===== src/rtl/instr_encoder.sv =====
// ============================================================================
// Module   : instr_encoder
// Purpose  : Packs field-level MIPS instruction commands into 32-bit words and
//            streams them into instruction memory at consecutive addresses.
// Revision : 1.0
// ============================================================================
`default_nettype none

module instr_encoder #(
    parameter int ADDR_W = 6
) (
    input  logic              clk,
    input  logic              reset,
    input  logic              start,
    input  logic              cmd_valid,
    output logic              cmd_ready,
    input  logic [2:0]        cmd_kind,
    input  logic [4:0]        cmd_rs,
    input  logic [4:0]        cmd_rt,
    input  logic [4:0]        cmd_rd,
    input  logic [5:0]        cmd_funct,
    input  logic [15:0]       cmd_imm,
    input  logic [25:0]       cmd_target,
    input  logic              cmd_last,
    output logic              imem_we,
    output logic [ADDR_W-1:0] imem_addr,
    output logic [31:0]       imem_wdata,
    output logic              busy,
    output logic              done,
    output logic              err,
    output logic [ADDR_W:0]   count
);

    localparam logic [ADDR_W:0] C_LAST_ADDR = {1'b0, {ADDR_W{1'b1}}};

    localparam logic [2:0] C_K_RTYPE = 3'd0;
    localparam logic [2:0] C_K_LW    = 3'd1;
    localparam logic [2:0] C_K_SW    = 3'd2;
    localparam logic [2:0] C_K_BEQ   = 3'd3;
    localparam logic [2:0] C_K_ADDI  = 3'd4;
    localparam logic [2:0] C_K_J     = 3'd5;

    typedef enum logic [1:0] {
        S_IDLE = 2'd0,
        S_LOAD = 2'd1,
        S_DONE = 2'd2
    } state_t;

    state_t              r_state;
    state_t              w_next;
    logic                r_we;
    logic [ADDR_W-1:0]   r_addr;
    logic [31:0]         r_wdata;
    logic                r_busy;
    logic                r_done;
    logic                r_err;
    logic [ADDR_W:0]     r_count;

    logic                w_accept;
    logic                w_legal;
    logic                w_full;
    logic                w_start_ok;
    logic [31:0]         w_word;

    // The write pointer always equals the session word count, so one register
    // serves both roles.
    assign w_accept   = cmd_valid & (r_state == S_LOAD);
    assign w_legal    = (cmd_kind <= C_K_J);
    assign w_full     = (r_count == C_LAST_ADDR);
    assign w_start_ok = start & (r_state != S_LOAD);

    always_comb begin
        w_word = 32'd0;
        case (cmd_kind)
            C_K_RTYPE: w_word = {6'b000000, cmd_rs, cmd_rt, cmd_rd, 5'b00000, cmd_funct};
            C_K_LW:    w_word = {6'b100011, cmd_rs, cmd_rt, cmd_imm};
            C_K_SW:    w_word = {6'b101011, cmd_rs, cmd_rt, cmd_imm};
            C_K_BEQ:   w_word = {6'b000100, cmd_rs, cmd_rt, cmd_imm};
            C_K_ADDI:  w_word = {6'b001000, cmd_rs, cmd_rt, cmd_imm};
            C_K_J:     w_word = {6'b000010, cmd_target};
            default:   w_word = 32'd0;
        endcase
    end

    always_ff @(posedge clk or posedge reset) begin
        if (reset) begin
            r_state <= S_IDLE;
        end else begin
            r_state <= w_next;
        end
    end

    always_comb begin
        w_next = r_state;
        case (r_state)
            S_IDLE, S_DONE: begin
                if (start) begin
                    w_next = S_LOAD;
                end
            end
            S_LOAD: begin
                if (w_accept && (cmd_last || (w_legal && w_full))) begin
                    w_next = S_DONE;
                end
            end
            default: w_next = S_IDLE;
        endcase
    end

    always_ff @(posedge clk or posedge reset) begin
        if (reset) begin
            r_we    <= 1'b0;
            r_addr  <= '0;
            r_wdata <= 32'd0;
            r_busy  <= 1'b0;
            r_done  <= 1'b0;
            r_err   <= 1'b0;
            r_count <= '0;
        end else begin
            r_busy <= (w_next == S_LOAD);
            r_done <= (w_next == S_DONE);
            r_we   <= w_accept & w_legal;
            if (w_start_ok) begin
                r_count <= '0;
                r_err   <= 1'b0;
            end else if (w_accept) begin
                if (w_legal) begin
                    r_addr  <= r_count[ADDR_W-1:0];
                    r_wdata <= w_word;
                    r_count <= r_count + 1'b1;
                    // Filling the last slot without cmd_last means commands were lost.
                    if (w_full && !cmd_last) begin
                        r_err <= 1'b1;
                    end
                end else begin
                    r_err <= 1'b1;
                end
            end
        end
    end

    assign cmd_ready  = (r_state == S_LOAD);
    assign imem_we    = r_we;
    assign imem_addr  = r_addr;
    assign imem_wdata = r_wdata;
    assign busy       = r_busy;
    assign done       = r_done;
    assign err        = r_err;
    assign count      = r_count;

endmodule

`default_nettype wire


===== config.mk =====
export PLATFORM = sky130hd
export DESIGN_NAME = instr_encoder
export DESIGN_NICKNAME = d
export VERILOG_FILES = /design/src/rtl/instr_encoder.sv
export SDC_FILE = /design/constraint.sdc
export NUM_CORES = 1
export LEC_CHECK = 0
export BUFFER_PORTS_ARGS = -buffer_cell sky130_fd_sc_hd__clkbuf_2
export CORE_MARGIN = 2
export CORE_UTILIZATION = 46
export DETAILED_ROUTE_END_ITERATION = 10
export PLACE_DENSITY = 0.77
export SYNTH_ARGS = -nofsm -noshare
export SYNTH_HDL_FRONTEND = slang
export SYNTH_SLANG_ARGS = --single-unit

===== constraint.sdc =====
create_clock -name clk -period 1.5 [get_ports clk]
set_input_delay 0.225 -clock clk [delete_from_list [all_inputs] [get_ports clk]]
set_output_delay 0.225 -clock clk [all_outputs]
set_load 0.005 [all_outputs]

=== Yosys cells after proc, flatten, opt, wreduce, memory -nomap -nowiden ===
Cells that the tools add are included.

* Muxes and demuxes: 11
* Order comparisons: 1
* Eq/ne operators: 12
* Bitwise operators: 4
* Add/sub/neg operators: 1
* Reductions and logical operators: 13

{| class="wikitable"
|+ Operator list
! cell !! number
|-
| 32-bit one-hot mux with 6 select lines || 1
|-
| 7-bit two-way mux || 3
|-
| 7-bit by 1-bit adder with 7-bit output (second input constant) || 1
|-
| 7-bit by 6-bit equality test with 1-bit output (second input constant) || 1
|-
| 3-bit by 2-bit equality test with 1-bit output (second input constant) || 2
|-
| 3-bit equality test (second input constant) || 2
|-
| 2-bit by 1-bit equality test with 1-bit output (second input constant) || 2
|-
| 2-bit equality test (second input constant) || 2
|-
| 1-bit two-way mux || 4
|-
| 2-bit two-way mux || 2
|-
| 2-bit one-hot mux with 2 select lines || 1
|-
| 2-bit AND reduction || 2
|-
| 2-bit nonzero test || 2
|-
| 1-bit bitwise AND || 3
|-
| 3-bit by 1-bit equality test with 1-bit output (second input constant) || 1
|-
| 3-bit <= comparator (second input constant) || 1
|-
| 1-bit logical AND || 3
|-
| 3-bit logical NOT || 1
|-
| 3-bit by 1-bit != test with 1-bit output (second input constant) || 1
|-
| 3-bit AND reduction || 1
|-
| 2-bit logical NOT || 1
|-
| 2-bit by 1-bit != test with 1-bit output (second input constant) || 1
|-
| 2-bit OR reduction || 1
|-
| 1-bit logical NOT || 1
|-
| other kinds (2) || 2
|}

* Register bits after elaboration: 51
* Logic and storage cells: 50

=== Depth between registers and ports, before layout ===
* Depth in word-level cells: 7
* Depth in mapped cells: 7

=== Worst setup path after synthesis ===
OpenSTA, ideal clock, no wires.

* Kind: register to register
* From: register r_state[0]
* To: register r_done, in the netlist done
* Period minus slack after synthesis: 1298 ps
* Arrival: 1180 ps
* Cell stages (with the launch flop): 7
* Slack: 202 ps
* Library setup time: 119 ps
* Path through: dfrtp_1 and3b_1 buf_6 nand2_8 inv_4 a32o_1 o21a_1

* Cells in the longest elaborated chain, start to end: 6

{| class="wikitable"
|+ Ends and longest elaborated chain
! what !! RTL line !! text
|-
| from (decl) || 49 || <nowiki>state_t r_state;</nowiki>
|-
| from (signal assigned) || 89 || <nowiki>r_state <= w_next;</nowiki>
|-
| 2-bit by 1-bit equality test with 1-bit output || 67, 95 ||
|-
| 1-bit bitwise AND || 67 || <nowiki>assign w_accept = cmd_valid & (r_state == S_LOAD);</nowiki>
|-
| 1-bit logical AND || 102 || <nowiki>if (w_accept && (cmd_last || (w_legal && w_full))) begin</nowiki>
|-
| 2-bit two-way mux || 102 ||
|-
| 2-bit one-hot mux with 2 select lines * || 95 || <nowiki>case (r_state)</nowiki>
|-
| 2-bit equality test * || 121 || <nowiki>r_done <= (w_next == S_DONE);</nowiki>
|-
| to (signal assigned) || 121 ||
|-
| to (decl) || 55 || <nowiki>logic r_done;</nowiki>
|}

Every way passes the cells marked *; elsewhere a longest branch is shown, timed or not.
A chain may end at the register's enable or synchronous reset.

=== Worst setup path in the final report ===
* From: register r_state[1]
* To: register r_count[6], in the netlist count[6]

* Cells in the longest elaborated chain, start to end: 4

{| class="wikitable"
|+ Ends and longest elaborated chain
! what !! RTL line !! text
|-
| 2-bit by 1-bit != test with 1-bit output / 2-bit by 1-bit equality test with 1-bit output (equally long branches) || 70, 67 ||
|-
| 1-bit bitwise AND (on tied branches) || 70, 67 ||
|-
| 2-bit nonzero test (no line) || - ||
|-
| 2-bit AND reduction (no line) || - ||
|-
| to (signal assigned) || 130 || <nowiki>r_count <= r_count + 1'b1;</nowiki>
|-
| to (decl) || 57 || <nowiki>logic [ADDR_W:0] r_count;</nowiki>
|}

Several ways; a longest one is shown, not always the timed one.

==> flow_summary.yaml <==
worst_setup_path:
  slowest_delay_ns: 0.38
  crit_family: "simple AND/OR/NAND/NOR gates"
  start_kind: "flip-flop"
  required_ns: 1.68
  cp_max_fo: 5
  r2r_slack_ns: 0.08
  cpMaxStageDelayCell: "dfrtp_1"
  crit_buf_inv: 1
  cp-end-kind: "flip-flop"
  crit_type: "reg2reg"
  cp.arrival_ns: 1.61
  crit_chain: "buf_4 > nand3b_1 > nor4b_2 > xnor2_1 > nor2_1"
cells_and_area:
  fin_area_um2: 3391
  diodes: 0
  fin_nets: 464
  syn2layout_area_growth_pct: 32.78
  drive_gt1_share_pct: 40.46
clock_tree:
  cts-root-buf: "clkbuf_8"
  cts_tree: "done"
  clk_pin_slew_ns: 0.09
  clk_path_buf_depth: 2
  cts-buffers-inserted: 5
  clock_sinks: 49
  worstSkewPairLatency_ns: 0.30
  ctsHtreeMaxLevel: 2
synthesis:
  synth_top_area_share_pct: 48.02
  synthMuxAreaShare_pct: 4.704
  synthXorXnorAreaFrac_pct: 2.401
  synthCells: 264
  synth_seq_cells: 49
  synth_nets: 336
  ys.flop_type: "dfrtp_1"
  avgSynthCellArea_um2: 9.673
  yosys_warnings: 0
  synth_compound_area_share_pct: 21.17
  synth_top_family_by_area: "compound AO/OA/AOI/OAI gates"
  synth_area_um2: 2554
  synth_most_common_cell: "dfrtp_1"
  synthSimpleGateAreaFrac_pct: 15.87
  async_flop_share_pct: 100.0
  synthTopCellsByCount: "49 x dfrtp_1, 41 x nor2_1, 36 x a21oi_1, 30 x nand2_1, 12 x mux2i_1"
  yosysSeqAreaShare_pct: 48.02
  ys_top_cells_by_area: "dfrtp_1 48%, a21oi_1 7.1%, nor2_1 6.0%"
  synth_edf_count: 0
  yosys.area.top_type: "dfrtp_1"
  synth_adder_area_share_pct: 0.4900
  synth.distinct_cells: 38
floorplan:
  initial_utilization_pct: 46.95
  core_area_um2: 5439
  die_area_um2: 6164
  num_rows: 27
  ios: 121
  die_w_um: 78.51
  die_y_um: 78.51
timing:
  fin_skew_ns: 0.008923
  report.final.slew_viol_count: 0
  worstMarginPinSlew_ns: 0.7167
  fin_crit_sh_pct: 94.90
  hold_viol_final: 0
  rsz0062_at_grt: "yes"
  clock.fmax_ghz: 0.7025
  setup_viol: 0
  finalSetupTns_ns: 0
  period_needed_ns: 1.423
  slew_headroom_pct: 52.05
power:
  power_switching_w: 0.001644
  vdd_drop_max_v: 0.0007492
  internal-power_w: 0.003118
  sw_frac_of_total_pct: 34.52
  p_seq_share_pct: 43.7
  clockPowerShare_pct: 16.8
  fin_total_pwr_w: 0.004762
  combinationalPowerShare_pct: 39.5
  p_per_area_nw_per_um2: 1404
  p_leak_nw: 1.755
global_route:
  track_usage_pct: 21.00
  grt_pass1_wl_mm: 10.50
  grt_pass1_vias: 2379
  antenna_found_initial: 0
  grt_start_max_net_pins: 23
  grt_overflow: 0
placed_design:
  hpwlAfterDp_mm: 4.961
  port_buffers: 119
  placed_cell_area_um2: 3276
  gp_congestion: 0.8430
routing:
  via_count: 2446
  dr.pass1.iters: 4
  viasPerCell: 5.260
  postRouteAntennaNets: 0
  finalWirelength_mm: 6.425
  wl_per_cell_um: 13.82
  initialDrtViolationCount: 122
  route.detailed.drc: 0
flow_run:
  max_cap_violations: 0
status:
  status: "finished, final reports clean"
hold_path:
  min_path_type: "in2reg"
## cell usage in the layout (no fill, tap or decap), drive strengths merged, types with 3 or more instances in the layout
| master | instances |
|---|---|
| clkbuf | 125 |
| dfrtp | 49 |
| nor2 | 41 |
| a21oi | 36 |
| nand2 | 31 |
| buf | 22 |
| mux2i | 12 |
| o21ai | 12 |
| a211o | 11 |
| a221oi | 10 |
| inv | 6 |
| a32oi | 5 |
| xnor2 | 4 |
| xor2 | 3 |
| nand4 | 3 |
## worst paths after layout
path | start | to | depth (start not counted)
max | r_state[1]$_DFF_PP0_ | count[6]$_DFFE_PP0P_ | 5
min | cmd_rs[1] | imem_wdata[22]$_DFFE_PP0P_ | 3
max reg2reg | r_state[1]$_DFF_PP0_ | count[6]$_DFFE_PP0P_ | 5
min reg2reg | imem_addr[5]$_DFFE_PP0P_ | imem_addr[5]$_DFFE_PP0P_ | 2
max in group asynchronous | reset | count[6]$_DFFE_PP0P_ | 4
min in group asynchronous | reset | imem_addr[5]$_DFFE_PP0P_ | 3
## tightest hold or removal path, cell delays in order
cell,delay (ns)
clkbuf_2,0.08
a221oi_1,0.06
nor2_1,0.08
## logic make-up (layout without fill, tap and decap cells)
logic type                 Yosys count  count (layout)
DFF                                 49              49
xor gates and xnor gates             7               7
buffers and inverters               27             156
and+or+nand+nor                     85              85
other                                1               1
adders and majority gates            1               1
muxes                               12              12
AOI/OAI and AO/OA                   82              82
## flip-flops by register name, summed over array words and instances, names as in the netlist
signal and count:
count 7, imem_wdata 30, done 1, imem_addr 6, err 1, busy 1
imem_we 1, r_state 2
## stage by stage
step           hold WS, ns  worst slack [ns]  util (%)  std cells
2_1_floorplan       0.3870            0.1022         -        264
3_3_place_gp        0.2298           0.03281     60.23        455
3_5_place_dp        0.2273           0.01041     60.23        455
4_1_cts             0.1747           0.01704     62.18        464
5_1_grt             0.1807         -0.002572     62.34        465
6_report            0.1804           0.07650     62.34        465
## power by group through the flow
stage	Combinational, W	Sequential (W)	Clock (W)
finish	0.00188	0.00208	0.000799
global placement	0.00185	0.00209	0
CTS	0.00190	0.00208	0.000821
detailed placement	0.00190	0.00210	0
global route	0.00213	0.00214	0.000869
floorplan	0.000929	0.00215	0
## cell type report
cell class	count	area [um2]
fill	480	2048
sequential	49	1226
multi-input combinational	188	1145
timing repair buffer	142	808.3
tap	72	90.09
clock buffer	6	82.58
inverter	6	25.02
clock inverter	2	13.76
## routing by layer
| layer | part of all wire [%] | vias to the layer above | GRT usage (%) | routed length, um |
|---|---|---|---|---|
| li1 | - | 1184 | - | - |
| met1 | 42 | 1170 | 26.25 | 2705 |
| met2 | 50 | 82 | 36.50 | 3226 |
| met3 | 6.5 | 10 | 5.287 | 417 |
| met4 | 1.2 | 0 | 4.912 | 76 |
| met5 | 0 | - | 0 | 0 |
## timing repair
| action | in CTS | in global routing |
|---|---|---|
| setup endpoints to repair | 0 | 24 |
| resized for setup | 0 | 1 |
| hold buffers | 1 | 0 |
| setup buffers | 0 | 1 |
| hold endpoints to repair | 16 | 0 |
(Power assumes the default switching activity.)
